[src/rtl/imuldiv_mul_arbiter_if.sv]
// imuldiv_mul_arbiter_if
//   Bundles the two requester ports, the two response ports and the
//   multiplier request/response ports of imuldiv_mul_arbiter.
//   slave  : the arbiter's view.
//   master : the surrounding system's view (requesters, consumers, multiplier).
interface imuldiv_mul_arbiter_if;
    // Requester 0
    logic [31:0] req0_msg_a;
    logic [31:0] req0_msg_b;
    logic [1:0]  req0_op;
    logic        req0_val;
    logic        req0_rdy;
    // Requester 1
    logic [31:0] req1_msg_a;
    logic [31:0] req1_msg_b;
    logic [1:0]  req1_op;
    logic        req1_val;
    logic        req1_rdy;
    // Responses
    logic [31:0] resp0_msg;
    logic        resp0_val;
    logic        resp0_rdy;
    logic [31:0] resp1_msg;
    logic        resp1_val;
    logic        resp1_rdy;
    // Multiplier request
    logic [31:0] mulreq_msg_a;
    logic [31:0] mulreq_msg_b;
    logic        mul_signed_a;
    logic        mul_signed_b;
    logic        mulreq_val;
    logic        mulreq_rdy;
    // Multiplier response
    logic [63:0] mulresp_msg_result;
    logic        mulresp_val;
    logic        mulresp_rdy;

    modport slave (
        input  req0_msg_a, req0_msg_b, req0_op, req0_val,
        output req0_rdy,
        input  req1_msg_a, req1_msg_b, req1_op, req1_val,
        output req1_rdy,
        output resp0_msg, resp0_val,
        input  resp0_rdy,
        output resp1_msg, resp1_val,
        input  resp1_rdy,
        output mulreq_msg_a, mulreq_msg_b, mul_signed_a, mul_signed_b, mulreq_val,
        input  mulreq_rdy,
        input  mulresp_msg_result, mulresp_val,
        output mulresp_rdy
    );

    modport master (
        output req0_msg_a, req0_msg_b, req0_op, req0_val,
        input  req0_rdy,
        output req1_msg_a, req1_msg_b, req1_op, req1_val,
        input  req1_rdy,
        input  resp0_msg, resp0_val,
        output resp0_rdy,
        input  resp1_msg, resp1_val,
        output resp1_rdy,
        input  mulreq_msg_a, mulreq_msg_b, mul_signed_a, mul_signed_b, mulreq_val,
        output mulreq_rdy,
        output mulresp_msg_result, mulresp_val,
        input  mulresp_rdy
    );
endinterface

[src/rtl/imuldiv_mul_arbiter.sv]
// imuldiv_mul_arbiter
//   Shares one iterative multiplier between two requesters with round-robin
//   arbitration and a single transaction in flight. Decodes the 2-bit RISC-V
//   mul op into operand signedness and returns the selected 32-bit half.
//   Optional feature macro: IMULDIV_MUL_ARB_REUSE_EN keeps the last product
//   and answers an identical follow-up request without using the multiplier.
//
// Handshake semantics (all ports): a transfer happens on the rising clock edge
// where val and rdy are both 1. Once val is raised the payload stays stable
// until that edge; val never depends on rdy.
module imuldiv_mul_arbiter #(
    parameter logic PRIO_INIT = 1'b0
) (
    input  logic                        clk,
    input  logic                        reset,
    imuldiv_mul_arbiter_if.slave        io_bus,
    output logic [1:0]                  o_dbg_state
);

    typedef enum logic [1:0] {
        ST_IDLE  = 2'd0,
        ST_ISSUE = 2'd1,
        ST_WAIT  = 2'd2,
        ST_RESP  = 2'd3
    } state_t;

    state_t      r_state;
    state_t      w_next_state;

    logic        r_rr_ptr;
    logic        r_owner;
    logic [31:0] r_a;
    logic [31:0] r_b;
    logic [1:0]  r_op;
    logic [31:0] r_result;

    logic        w_any_val;
    logic        w_grant;
    logic [31:0] w_sel_a;
    logic [31:0] w_sel_b;
    logic [1:0]  w_sel_op;
    logic        w_lat_sa;
    logic        w_lat_sb;
    logic        w_hit;
    logic [31:0] w_hit_half;

    logic        w_req0_rdy;
    logic        w_req1_rdy;
    logic        w_accept;
    logic        w_mulreq_val;
    logic        w_mulresp_rdy;
    logic        w_mulresp_fire;
    logic        w_resp0_val;
    logic        w_resp1_val;
    logic        w_resp_fire;

    // Op decode: {signed_a, signed_b}. MUL's low half does not care, use unsigned.
    function automatic logic [1:0] f_decode(input logic [1:0] op);
        case (op)
            2'd1:    f_decode = 2'b11;  // MULH   s*s
            2'd2:    f_decode = 2'b10;  // MULHSU s*u
            default: f_decode = 2'b00;  // MUL, MULHU
        endcase
    endfunction

    // Grant selection: the sole valid requester, or the round-robin pointer on a tie.
    always_comb begin
        w_any_val = io_bus.req0_val | io_bus.req1_val;
        if (io_bus.req0_val && io_bus.req1_val) begin
            w_grant = r_rr_ptr;
        end else begin
            w_grant = io_bus.req1_val;
        end
        w_sel_a  = w_grant ? io_bus.req1_msg_a : io_bus.req0_msg_a;
        w_sel_b  = w_grant ? io_bus.req1_msg_b : io_bus.req0_msg_b;
        w_sel_op = w_grant ? io_bus.req1_op    : io_bus.req0_op;
    end

    assign {w_lat_sa, w_lat_sb} = f_decode(r_op);

`ifdef IMULDIV_MUL_ARB_REUSE_EN
    logic        r_hit_valid;
    logic [63:0] r_hit_prod;
    logic [31:0] r_key_a;
    logic [31:0] r_key_b;
    logic        r_key_sa;
    logic        r_key_sb;
    logic        w_sel_sa;
    logic        w_sel_sb;

    assign {w_sel_sa, w_sel_sb} = f_decode(w_sel_op);
    assign w_hit = r_hit_valid && (r_key_a == w_sel_a) && (r_key_b == w_sel_b) &&
                   ((w_sel_op == 2'd0) || ((r_key_sa == w_sel_sa) && (r_key_sb == w_sel_sb)));
    assign w_hit_half = (w_sel_op == 2'd0) ? r_hit_prod[31:0] : r_hit_prod[63:32];

    // Remember the most recent full product and the key it was computed for.
    always_ff @(posedge clk or negedge reset) begin
        if (!reset) begin
            r_hit_valid <= 1'b0;
            r_hit_prod  <= 64'h0;
            r_key_a     <= 32'h0;
            r_key_b     <= 32'h0;
            r_key_sa    <= 1'b0;
            r_key_sb    <= 1'b0;
        end else if (w_mulresp_fire) begin
            r_hit_valid <= 1'b1;
            r_hit_prod  <= io_bus.mulresp_msg_result;
            r_key_a     <= r_a;
            r_key_b     <= r_b;
            r_key_sa    <= w_lat_sa;
            r_key_sb    <= w_lat_sb;
        end
    end
`else
    assign w_hit      = 1'b0;
    assign w_hit_half = 32'h0;
`endif

    // FSM state register.
    always_ff @(posedge clk or negedge reset) begin
        if (!reset) begin
            r_state <= ST_IDLE;
        end else begin
            r_state <= w_next_state;
        end
    end

    // FSM next state and handshake outputs; requester rdy is gated by reset so
    // nothing is offered while reset is held.
    always_comb begin
        w_next_state   = r_state;
        w_req0_rdy     = 1'b0;
        w_req1_rdy     = 1'b0;
        w_accept       = 1'b0;
        w_mulreq_val   = 1'b0;
        w_mulresp_rdy  = 1'b0;
        w_mulresp_fire = 1'b0;
        w_resp0_val    = 1'b0;
        w_resp1_val    = 1'b0;
        w_resp_fire    = 1'b0;
        case (r_state)
            ST_IDLE: begin
                w_req0_rdy = reset & w_any_val & ~w_grant;
                w_req1_rdy = reset & w_any_val &  w_grant;
                w_accept   = w_req0_rdy | w_req1_rdy;
                if (w_accept) begin
                    w_next_state = w_hit ? ST_RESP : ST_ISSUE;
                end
            end
            ST_ISSUE: begin
                w_mulreq_val = 1'b1;
                if (io_bus.mulreq_rdy) begin
                    w_next_state = ST_WAIT;
                end
            end
            ST_WAIT: begin
                w_mulresp_rdy  = 1'b1;
                w_mulresp_fire = io_bus.mulresp_val;
                if (io_bus.mulresp_val) begin
                    w_next_state = ST_RESP;
                end
            end
            ST_RESP: begin
                w_resp0_val = ~r_owner;
                w_resp1_val =  r_owner;
                w_resp_fire = r_owner ? io_bus.resp1_rdy : io_bus.resp0_rdy;
                if (w_resp_fire) begin
                    w_next_state = ST_IDLE;
                end
            end
            default: begin
                w_next_state = ST_IDLE;
            end
        endcase
    end

    // Transaction data: latch on accept, capture the result half, rotate priority on completion.
    always_ff @(posedge clk or negedge reset) begin
        if (!reset) begin
            r_rr_ptr <= PRIO_INIT;
            r_owner  <= 1'b0;
            r_a      <= 32'h0;
            r_b      <= 32'h0;
            r_op     <= 2'd0;
            r_result <= 32'h0;
        end else begin
            if (w_accept) begin
                r_a     <= w_sel_a;
                r_b     <= w_sel_b;
                r_op    <= w_sel_op;
                r_owner <= w_grant;
                if (w_hit) begin
                    r_result <= w_hit_half;
                end
            end
            if (w_mulresp_fire) begin
                r_result <= (r_op == 2'd0) ? io_bus.mulresp_msg_result[31:0]
                                           : io_bus.mulresp_msg_result[63:32];
            end
            if (w_resp_fire) begin
                r_rr_ptr <= ~r_owner;
            end
        end
    end

    assign io_bus.req0_rdy     = w_req0_rdy;
    assign io_bus.req1_rdy     = w_req1_rdy;
    assign io_bus.resp0_msg    = r_result;
    assign io_bus.resp0_val    = w_resp0_val;
    assign io_bus.resp1_msg    = r_result;
    assign io_bus.resp1_val    = w_resp1_val;
    assign io_bus.mulreq_msg_a = r_a;
    assign io_bus.mulreq_msg_b = r_b;
    assign io_bus.mul_signed_a = w_lat_sa;
    assign io_bus.mul_signed_b = w_lat_sb;
    assign io_bus.mulreq_val   = w_mulreq_val;
    assign io_bus.mulresp_rdy  = w_mulresp_rdy;
    assign o_dbg_state         = r_state;

endmodule

[src/flat_wrapper.sv]
// flat-port wrapper written by rule: the top's interface ports become plain ports
module imuldiv_mul_arbiter_flat 
#(
    parameter logic PRIO_INIT = 1'b0
)
  (clk, reset, o_dbg_state, io_bus_req0_msg_a, io_bus_req0_msg_b, io_bus_req0_op, io_bus_req0_val, io_bus_req0_rdy, io_bus_req1_msg_a, io_bus_req1_msg_b, io_bus_req1_op, io_bus_req1_val, io_bus_req1_rdy, io_bus_resp0_msg, io_bus_resp0_val, io_bus_resp0_rdy, io_bus_resp1_msg, io_bus_resp1_val, io_bus_resp1_rdy, io_bus_mulreq_msg_a, io_bus_mulreq_msg_b, io_bus_mul_signed_a, io_bus_mul_signed_b, io_bus_mulreq_val, io_bus_mulreq_rdy, io_bus_mulresp_msg_result, io_bus_mulresp_val, io_bus_mulresp_rdy);
  imuldiv_mul_arbiter_if io_bus_i ();
  input  logic clk;
  input  logic reset;
  output logic [1:0] o_dbg_state;
  input wire logic [$bits(io_bus_i.req0_msg_a)-1:0] io_bus_req0_msg_a;
  input wire logic [$bits(io_bus_i.req0_msg_b)-1:0] io_bus_req0_msg_b;
  input wire logic [$bits(io_bus_i.req0_op)-1:0] io_bus_req0_op;
  input wire logic [$bits(io_bus_i.req0_val)-1:0] io_bus_req0_val;
  output wire logic [$bits(io_bus_i.req0_rdy)-1:0] io_bus_req0_rdy;
  input wire logic [$bits(io_bus_i.req1_msg_a)-1:0] io_bus_req1_msg_a;
  input wire logic [$bits(io_bus_i.req1_msg_b)-1:0] io_bus_req1_msg_b;
  input wire logic [$bits(io_bus_i.req1_op)-1:0] io_bus_req1_op;
  input wire logic [$bits(io_bus_i.req1_val)-1:0] io_bus_req1_val;
  output wire logic [$bits(io_bus_i.req1_rdy)-1:0] io_bus_req1_rdy;
  output wire logic [$bits(io_bus_i.resp0_msg)-1:0] io_bus_resp0_msg;
  output wire logic [$bits(io_bus_i.resp0_val)-1:0] io_bus_resp0_val;
  input wire logic [$bits(io_bus_i.resp0_rdy)-1:0] io_bus_resp0_rdy;
  output wire logic [$bits(io_bus_i.resp1_msg)-1:0] io_bus_resp1_msg;
  output wire logic [$bits(io_bus_i.resp1_val)-1:0] io_bus_resp1_val;
  input wire logic [$bits(io_bus_i.resp1_rdy)-1:0] io_bus_resp1_rdy;
  output wire logic [$bits(io_bus_i.mulreq_msg_a)-1:0] io_bus_mulreq_msg_a;
  output wire logic [$bits(io_bus_i.mulreq_msg_b)-1:0] io_bus_mulreq_msg_b;
  output wire logic [$bits(io_bus_i.mul_signed_a)-1:0] io_bus_mul_signed_a;
  output wire logic [$bits(io_bus_i.mul_signed_b)-1:0] io_bus_mul_signed_b;
  output wire logic [$bits(io_bus_i.mulreq_val)-1:0] io_bus_mulreq_val;
  input wire logic [$bits(io_bus_i.mulreq_rdy)-1:0] io_bus_mulreq_rdy;
  input wire logic [$bits(io_bus_i.mulresp_msg_result)-1:0] io_bus_mulresp_msg_result;
  input wire logic [$bits(io_bus_i.mulresp_val)-1:0] io_bus_mulresp_val;
  output wire logic [$bits(io_bus_i.mulresp_rdy)-1:0] io_bus_mulresp_rdy;
  assign io_bus_i.req0_msg_a = io_bus_req0_msg_a;
  assign io_bus_i.req0_msg_b = io_bus_req0_msg_b;
  assign io_bus_i.req0_op = io_bus_req0_op;
  assign io_bus_i.req0_val = io_bus_req0_val;
  assign io_bus_req0_rdy = io_bus_i.req0_rdy;
  assign io_bus_i.req1_msg_a = io_bus_req1_msg_a;
  assign io_bus_i.req1_msg_b = io_bus_req1_msg_b;
  assign io_bus_i.req1_op = io_bus_req1_op;
  assign io_bus_i.req1_val = io_bus_req1_val;
  assign io_bus_req1_rdy = io_bus_i.req1_rdy;
  assign io_bus_resp0_msg = io_bus_i.resp0_msg;
  assign io_bus_resp0_val = io_bus_i.resp0_val;
  assign io_bus_i.resp0_rdy = io_bus_resp0_rdy;
  assign io_bus_resp1_msg = io_bus_i.resp1_msg;
  assign io_bus_resp1_val = io_bus_i.resp1_val;
  assign io_bus_i.resp1_rdy = io_bus_resp1_rdy;
  assign io_bus_mulreq_msg_a = io_bus_i.mulreq_msg_a;
  assign io_bus_mulreq_msg_b = io_bus_i.mulreq_msg_b;
  assign io_bus_mul_signed_a = io_bus_i.mul_signed_a;
  assign io_bus_mul_signed_b = io_bus_i.mul_signed_b;
  assign io_bus_mulreq_val = io_bus_i.mulreq_val;
  assign io_bus_i.mulreq_rdy = io_bus_mulreq_rdy;
  assign io_bus_i.mulresp_msg_result = io_bus_mulresp_msg_result;
  assign io_bus_i.mulresp_val = io_bus_mulresp_val;
  assign io_bus_mulresp_rdy = io_bus_i.mulresp_rdy;
  imuldiv_mul_arbiter #(.PRIO_INIT(PRIO_INIT)) u_core (.clk(clk), .reset(reset), .io_bus(io_bus_i), .o_dbg_state(o_dbg_state));
endmodule
[config.mk]
export PLATFORM = sky130hd
export DESIGN_NAME = imuldiv_mul_arbiter_flat
export DESIGN_NICKNAME = d
export VERILOG_FILES = /design/src/rtl/imuldiv_mul_arbiter_if.sv /design/src/rtl/imuldiv_mul_arbiter.sv /design/src/flat_wrapper.sv
export SDC_FILE = /design/constraint.sdc
export NUM_CORES = 1
export LEC_CHECK = 0
export ABC_CLOCK_PERIOD_IN_PS = 2200
export CAP_MARGIN = 10
export CORE_AREA = 2 2 133 135
export DETAILED_ROUTE_END_ITERATION = 8
export DIE_AREA = 0 0 135 137
export PLACE_DENSITY = 0.78
export SLEW_MARGIN = 20
export SYNTH_ARGS = -nofsm -noshare
export SYNTH_HDL_FRONTEND = slang
export SYNTH_SLANG_ARGS = --single-unit
[constraint.sdc]
create_clock -name clk -period 2.2 [get_ports clk]
set_clock_uncertainty 0.2 [all_clocks]
set_input_delay 0.55 -clock clk [delete_from_list [all_inputs] [get_ports clk]]
set_output_delay 0.55 -clock clk [all_outputs]
set_load 0.05 [all_outputs]
==> results of run 1 <==
==> per-layer routing <==
layer	vias to the layer above	GRT usage	wire length (microns)
li1	2148	-	-
met1	2221	0.203	6420
met2	277	0.305	8490
met3	18	0.0585	1820
met4	0	0.0527	261
met5	-	0	0
==> repair_timing <==
item | in CTS | in global routing
setup buffers | 4 | 0
resized for setup | 9 | 0
hold buffers | 0 | 0
pin swaps | 2 | 0
endpoints found under the setup margin | 2 | 4
==> registers in the layout, indices dropped and copies added (netlist names) <==
register	count
u_core.o_dbg_state	2
u_core.r_rr_ptr	1
u_core.io_bus.resp0_msg	32
u_core.r_owner	1
u_core.r_op	2
u_core.io_bus.mulreq_msg_b	32
u_core.io_bus.mulreq_msg_a	32
==> worst min-delay path by stage <==
stage / endpoint / slack (ns) / start
floorplan: u_core.io_bus.mulreq_msg_a[0] / 0.05 / reset
global placement: u_core.io_bus.mulreq_msg_b[16] / 0.27 / u_core.io_bus.mulreq_msg_b[16]
detailed placement: u_core.io_bus.mulreq_msg_b[17] / 0.28 / u_core.io_bus.mulreq_msg_b[17]
CTS: u_core.io_bus.mulreq_msg_b[21] / 0.006 / reset
global route: u_core.io_bus.mulreq_msg_b[21] / 0.02 / reset
finish: u_core.io_bus.mulreq_msg_b[21] / 0.02 / reset
==> layout make-up <==
cell class	instances	area (sq um)	area share
diodes	3	7.51	0.000897
clock buffers	12	256	0.0306
clock inverters	4	55.1	0.00658
inverters	74	278	0.0332
multi-input cells	190	1540	0.184
flip-flops and latches	102	2550	0.305
well taps	225	282	0.0336
repair buffers	364	3400	0.406
==> kinds of logic (layout without fill, tap and decap cells) <==
family	after synthesis	count (layout)	synth area share
AOI/OAI and AO/OA	107	107	0.188
adders and majority gates	6	6	0.0159
and+or+nand+nor	43	43	0.0365
DFF	102	102	0.540
muxes	34	34	0.0722
other	0	3	0
buffers and inverters	138	454	0.148
==> synth_stat cells, drive strengths merged <==
cell / n / area (sq um)
a21oi: 36 / 188
a222oi: 66 / 661
a22oi: 1 / 7.51
a32oi: 1 / 8.76
and2: 2 / 12.5
buf: 60 / 407
clkbuf: 4 / 15.0
dfrtp: 102 / 2550
ha: 6 / 75.1
inv: 74 / 278
mux2: 1 / 11.3
mux2i: 33 / 330
nand2: 4 / 15.0
nand3: 3 / 15.0
nor2: 33 / 124
nor2b: 1 / 6.26
o211ai: 1 / 12.5
o21ai: 2 / 10.0
==> through the flow <==
step	total power, uW	instances
after floorplan	9650	430
after global placement	12400	951
after detailed placement	12500	951
after CTS	14300	971
after global routing	14900	973
final	14200	974
==> layout by cell type (no fill, tap or decap), types with 2 or more instances in the layout <==
| master | Yosys | routed |
|---|---|---|
| dfrtp_1 | 102 | 100 |
| clkbuf_16 | 0 | 9 |
| nand2_1 | 4 | 4 |
| inv_2 | 0 | 2 |
| ha_1 | 6 | 3 |
| inv_1 | 74 | 72 |
| buf_12 | 0 | 13 |
| a21oi_1 | 34 | 34 |
| a222oi_1 | 66 | 66 |
| clkdlybuf4s50_1 | 0 | 200 |
| dfrtp_2 | 0 | 2 |
| mux2i_1 | 33 | 33 |
| o21ai_0 | 2 | 2 |
| nor2_1 | 33 | 33 |
| clkbuf_8 | 0 | 2 |
| ha_2 | 0 | 2 |
| dlygate4sd2_1 | 0 | 2 |
| buf_4 | 35 | 149 |
| a21oi_4 | 0 | 2 |
| clkinv_4 | 0 | 2 |
| diode_2 | 0 | 3 |
==> worst max-delay path: cells and delay by family (launching register included) <==
family,cells,cell delay (ns)
DFF,1,0.44
buffers and inverters,2,0.24
and+or+nand+nor,1,0.09
adders and majority gates,1,0.16
AOI/OAI and AO/OA,1,0.16
==> report_power, final <==
group          switching [uW]  leakage, uW  internal, uW
registers                 642      0.00123          2750
clock network             717     0.000149           950
logic                    6080      0.00275          3040
==> flow_metrics.py, run 1 <==
metrics = {
    "detailed_routing": {
        "via_count": 4664,
        "drc": 0,
        "firstDrtPassIters": 6,
        "wirelength_microns": 17000,
        "drtIter0Drc": 415,
        "wl_per_cell_microns": 17.4,
        "viasPerCell": 4.79,
        "ant_nets": 0,
    },
    "cells_and_area": {
        "fill_cells": 1575,
        "drive_gt1_frac": 0.257,
        "syn2layout_area_growth_pct": 77.0,
        "stdcell_area_sq_mm": 0.00837,
        "postLayoutCoreUtil": 0.491,
        "final_nets": 951,
    },
    "timing": {
        "fin_crit_sh": 0.996,
        "tightest_slew_ns": 0.715,
        "hold_slack_ns": 0.0160,
        "fmax_mhz": 456,
        "rsz0062_at_grt": "yes",
        "finalCriticalPeriod_ns": 2.19,
        "hold_viol_final": 0,
        "setup_tns_ns": 0,
        "slew_viol_final": 0,
        "max_slew_margin": 0.523,
        "setup_ws_ns": 0.00938,
        "setup_violations": 0,
    },
    "clock_tree": {
        "clk_pin_slew_worst_paths_ns": 0.08,
        "clkSinkCount": 102,
        "cts_tree": "yes",
        "ctsHtreeMaxLevel": 3,
        "cts_max_path_buffers": 2,
        "cts_buffers": 9,
        "clk_latency_ns": 0.34,
        "cts_root_buf": "clkbuf_16",
    },
    "place": {
        "dp_slack_ns": -0.236,
        "place.gp.congestion": 0.755,
        "dpl.hpwl_microns": 12900,
        "placed_area_sq_mm": 0.00799,
        "io_buffers": 341,
    },
    "critical_path": {
        "cpPeakStageDelay_ns": 0.44,
        "path_class": "flop to output pin",
        "worstRegToRegCells": 9,
        "required_ns": 1.45,
        "r2r_slack_ns": 0.22,
        "endpoint": "io_bus_req0_rdy",
        "start_kind": "flop",
        "rr_endpoint": "u_core.io_bus.mulreq_msg_a[28]",
        "arrival_ns": 1.44,
        "cpMaxStageDelayCell": "dfrtp_2",
        "cp_max_fo": 4,
        "end_kind": "output pin",
        "crit_chain": "inv_2 > ha_4 > nand3_2 > a21oi_4 > buf_12",
        "r2r_start": "u_core.o_dbg_state[0]",
        "crit_path_start": "u_core.o_dbg_state[0]",
    },
    "floorplanning": {
        "fp.coreArea_sq_mm": 0.0171,
        "rows": 48,
        "ios": 342,
        "start_util": 0.277,
        "die_x_microns": 135,
        "die_h_microns": 137,
        "die-area_sq_mm": 0.0185,
    },
    "pwr": {
        "ir_drop_uv": 958,
        "powerDensity_mw_per_mm2": 1690,
        "p_leak_uw": 0.00413,
    },
    "synthesis": {
        "ys_ff_latch": 102,
        "yosysUniqueCellTypes": 22,
        "synth_nets": 640,
        "yosys_warnings": 0,
        "seq_area_frac_synth": 0.540,
        "syn_area_per_cell_sq_um": 11.0,
        "synth_area_sq_mm": 0.00473,
        "syn_inst": 430,
    },
    "worst_hold_path": {
        "hold_path.class": "input port to asynchronous set/reset pin",
    },
    "global_routing": {
        "grt_pass1_vias": 4750,
        "grt_pass1_wl_microns": 25000,
        "antenna_found_initial": 3,
        "grt-ovfl-total": 0,
        "grt_max_degree": 55,
        "grt_usage": 0.174,
    },
    "outcome": {
        "status": "finished clean",
    },
    "run": {
        "max_cap_viol_count": 0,
    },
}
Note: power is estimated with default switching activity, not from simulation.
==> run 2: changes to the inputs <==
Settings changed: ABC_CLOCK_PERIOD_IN_PS 2200 to 2300, CORE_AREA 2 2 133 135 to default, CORE_MARGIN from default to 4, CORE_UTILIZATION from default to 30, DIE_AREA 0 0 135 137 to default, PLACE_DENSITY 0.78 to 0.82.
Clock period 2.2 ns to 2.3 ns, I/O delays scaled along.
==> run 2 against run 1 <==
Effect of this change: worst hold slack better by 0.066 ns; final cell count shrank 2.2%; non-clock buffer count shrank 4; final area is 0.37% higher; power down 5.8%; clock power fell by 11%; largest cell class unchanged; largest power group unchanged; highest routed layer unchanged.
==> flow_metrics.py, run 2 (synthesis results as in run 1) <==
metrics = {
    "outcome": {
        "status": "finished clean",
    },
    "timing": {
        "hold_viol_final": 0,
        "fin_crit_sh": 0.963,
        "max_slew_margin": 0.651,
        "tightest_slew_ns": 0.523,
        "finalCriticalPeriod_ns": 2.22,
        "setup_violations": 0,
        "fmax_mhz": 451,
        "setup_ws_ns": 0.0846,
        "slew_viol_final": 0,
    },
    "detailed_routing": {
        "ant_nets": 0,
        "drc": 0,
        "firstDrtPassIters": 9,
        "via_count": 4657,
        "wl_per_cell_microns": 18.5,
        "wirelength_microns": 17600,
        "viasPerCell": 4.89,
        "drtIter0Drc": 422,
    },
    "global_routing": {
        "grt_pass1_wl_microns": 26300,
        "grt-ovfl-total": 0,
        "use_met3": 0.0687,
        "antenna_found_initial": 0,
        "grt_util_met1": 0.205,
        "gr-usage-met2": 0.337,
        "grt_max_degree": 92,
        "grt_usage": 0.187,
        "grt_pass1_vias": 4883,
        "busiest_layer": "met2",
    },
    "clock_tree": {
        "clkSinkCount": 102,
        "ctsHtreeMaxLevel": 3,
        "clk_latency_ns": 0.35,
        "cts_tree": "yes",
        "clk_pin_slew_worst_paths_ns": 0.07,
        "cts_root_buf": "clkbuf_16",
        "cts_buffers": 9,
        "cts_max_path_buffers": 2,
    },
    "cells_and_area": {
        "final_nets": 947,
        "mostFrequentLayoutCell": "clkdlybuf4s50_1",
        "drive_gt1_frac": 0.198,
        "syn2layout_area_growth_pct": 77.7,
        "n_antenna_cell": 0,
        "layout_common_cells": "clkdlybuf4s50_1, buf_4, dfrtp_1, inv_1, a222oi_1",
    },
    "floorplanning": {
        "rows": 45,
        "start_util": 0.309,
        "ios": 342,
        "fp.coreArea_sq_mm": 0.0153,
        "die_x_microns": 134,
        "die-area_sq_mm": 0.0178,
        "die_h_microns": 134,
    },
    "critical_path": {
        "r2r_slack_ns": 0.35,
        "path_class": "flop to output pin",
        "start_kind": "flop",
        "cp_max_fo": 3,
        "crit_chain": "inv_1 > ha_4 > nand3_2 > a21oi_4 > buf_12",
        "worstRegToRegCells": 9,
        "cpMaxStageDelayCell": "dfrtp_1",
        "end_kind": "output pin",
        "cpPeakStageDelay_ns": 0.38,
        "rr_endpoint": "u_core.io_bus.mulreq_msg_a[12]",
        "cp_num_buf_inv": 2,
        "r2r_start": "u_core.o_dbg_state[1]",
        "path_delay_family": "flip-flops",
        "arrival_ns": 1.44,
        "required_ns": 1.52,
    },
    "place": {
        "dpl.hpwl_microns": 13500,
        "dp_slack_ns": -0.0867,
        "io_buffers": 341,
        "place.gp.congestion": 0.752,
    },
    "pwr": {
        "powerDensity_mw_per_mm2": 1590,
        "p_leak_uw": 0.00427,
        "power_uw": 13400,
        "ir_drop_uv": 852,
    },
    "worst_hold_path": {
        "hold_path.class": "input port to asynchronous set/reset pin",
    },
    "run": {
        "max_cap_viol_count": 0,
    },
}
run 2: cell type report:
cell class                      count  area (sq um)
Tap cell                          211           264
Timing Repair Buffer              360          3490
Clock inverter                      4          30.0
Inverter                           74           278
Clock buffer                       12           256
Sequential cell                   102          2550
Fill cell                        1344          6910
Multi-Input combinational cell    190          1530
run 2: what timing repair did:
action                                  CTS  global route
hold buffers                              1             0
setup buffers                             3             0
endpoints found under the setup margin   28            14
gates resized for setup                  28            19
endpoints found under the hold margin     1             0
pin swaps                                 2             3
cloned                                    0             0
run 2: worst register-to-register path, cell delays in order (launching register included):
cell	delay, ns
dfrtp_1	0.35
inv_1	0.08
ha_4	0.18
nand3_2	0.08
a21oi_4	0.05
buf_4	0.15
buf_4	0.16
buf_4	0.19
a222oi_1	0.32
inv_1	0.08
run 2: power by group:
| group | internal [uW] | switching (uW) | total (uW) |
|---|---|---|---|
| logic | 2840 | 5810 | 8640 |
| registers | 2630 | 610 | 3240 |
| clock network | 799 | 685 | 1480 |
run 2: worst max-delay path by stage:
stage | start | to | slack (ns) | cells past startpoint
2_1_floorplan | u_core.o_dbg_state[0] | io_bus_req1_rdy | 0.02 | 5
3_5_place_dp | io_bus_req1_val | u_core.io_bus.mulreq_msg_a[20] | -0.09 | 7
6_report | u_core.o_dbg_state[1] | io_bus_req1_rdy | 0.08 | 5
4_1_cts | io_bus_req0_val | io_bus_req0_rdy | -0.02 | 4
3_3_place_gp | io_bus_req0_val | io_bus_req0_rdy | -0.03 | 4
5_1_grt | u_core.o_dbg_state[1] | io_bus_req1_rdy | -0.003 | 5
run 2: layer usage:
layer / vias up / wire (microns) / part of all wire
li1: 2139 / - / -
met1: 2243 / 6330 / 0.36
met2: 257 / 9090 / 0.52
met3: 18 / 1880 / 0.11
met4: 0 / 280 / 0.016
met5: - / 0 / 0
run 2: metrics by stage:
stage | util | TNS, ns | area, sq um | hold WS, ns | instances
final | 0.549 | 0 | 8400 | 0.0825 | 953
after global routing | 0.549 | -0.00343 | 8400 | 0.101 | 953
after CTS | 0.545 | -0.0182 | 8350 | 0.0829 | 953
after detailed placement | 0.526 | -1.24 | 8050 | 0.224 | 933
after global placement | 0.526 | -0.123 | 8050 | 0.226 | 933
after floorplan | - | 0 | 4740 | 0.0794 | 430
==> run 3: changes to the inputs <==
Settings changed: GPL_ROUTABILITY_DRIVEN from default to 0.
==> results of run 3 <==
The final DEF is identical to that of run 2; final timing and power are the same.
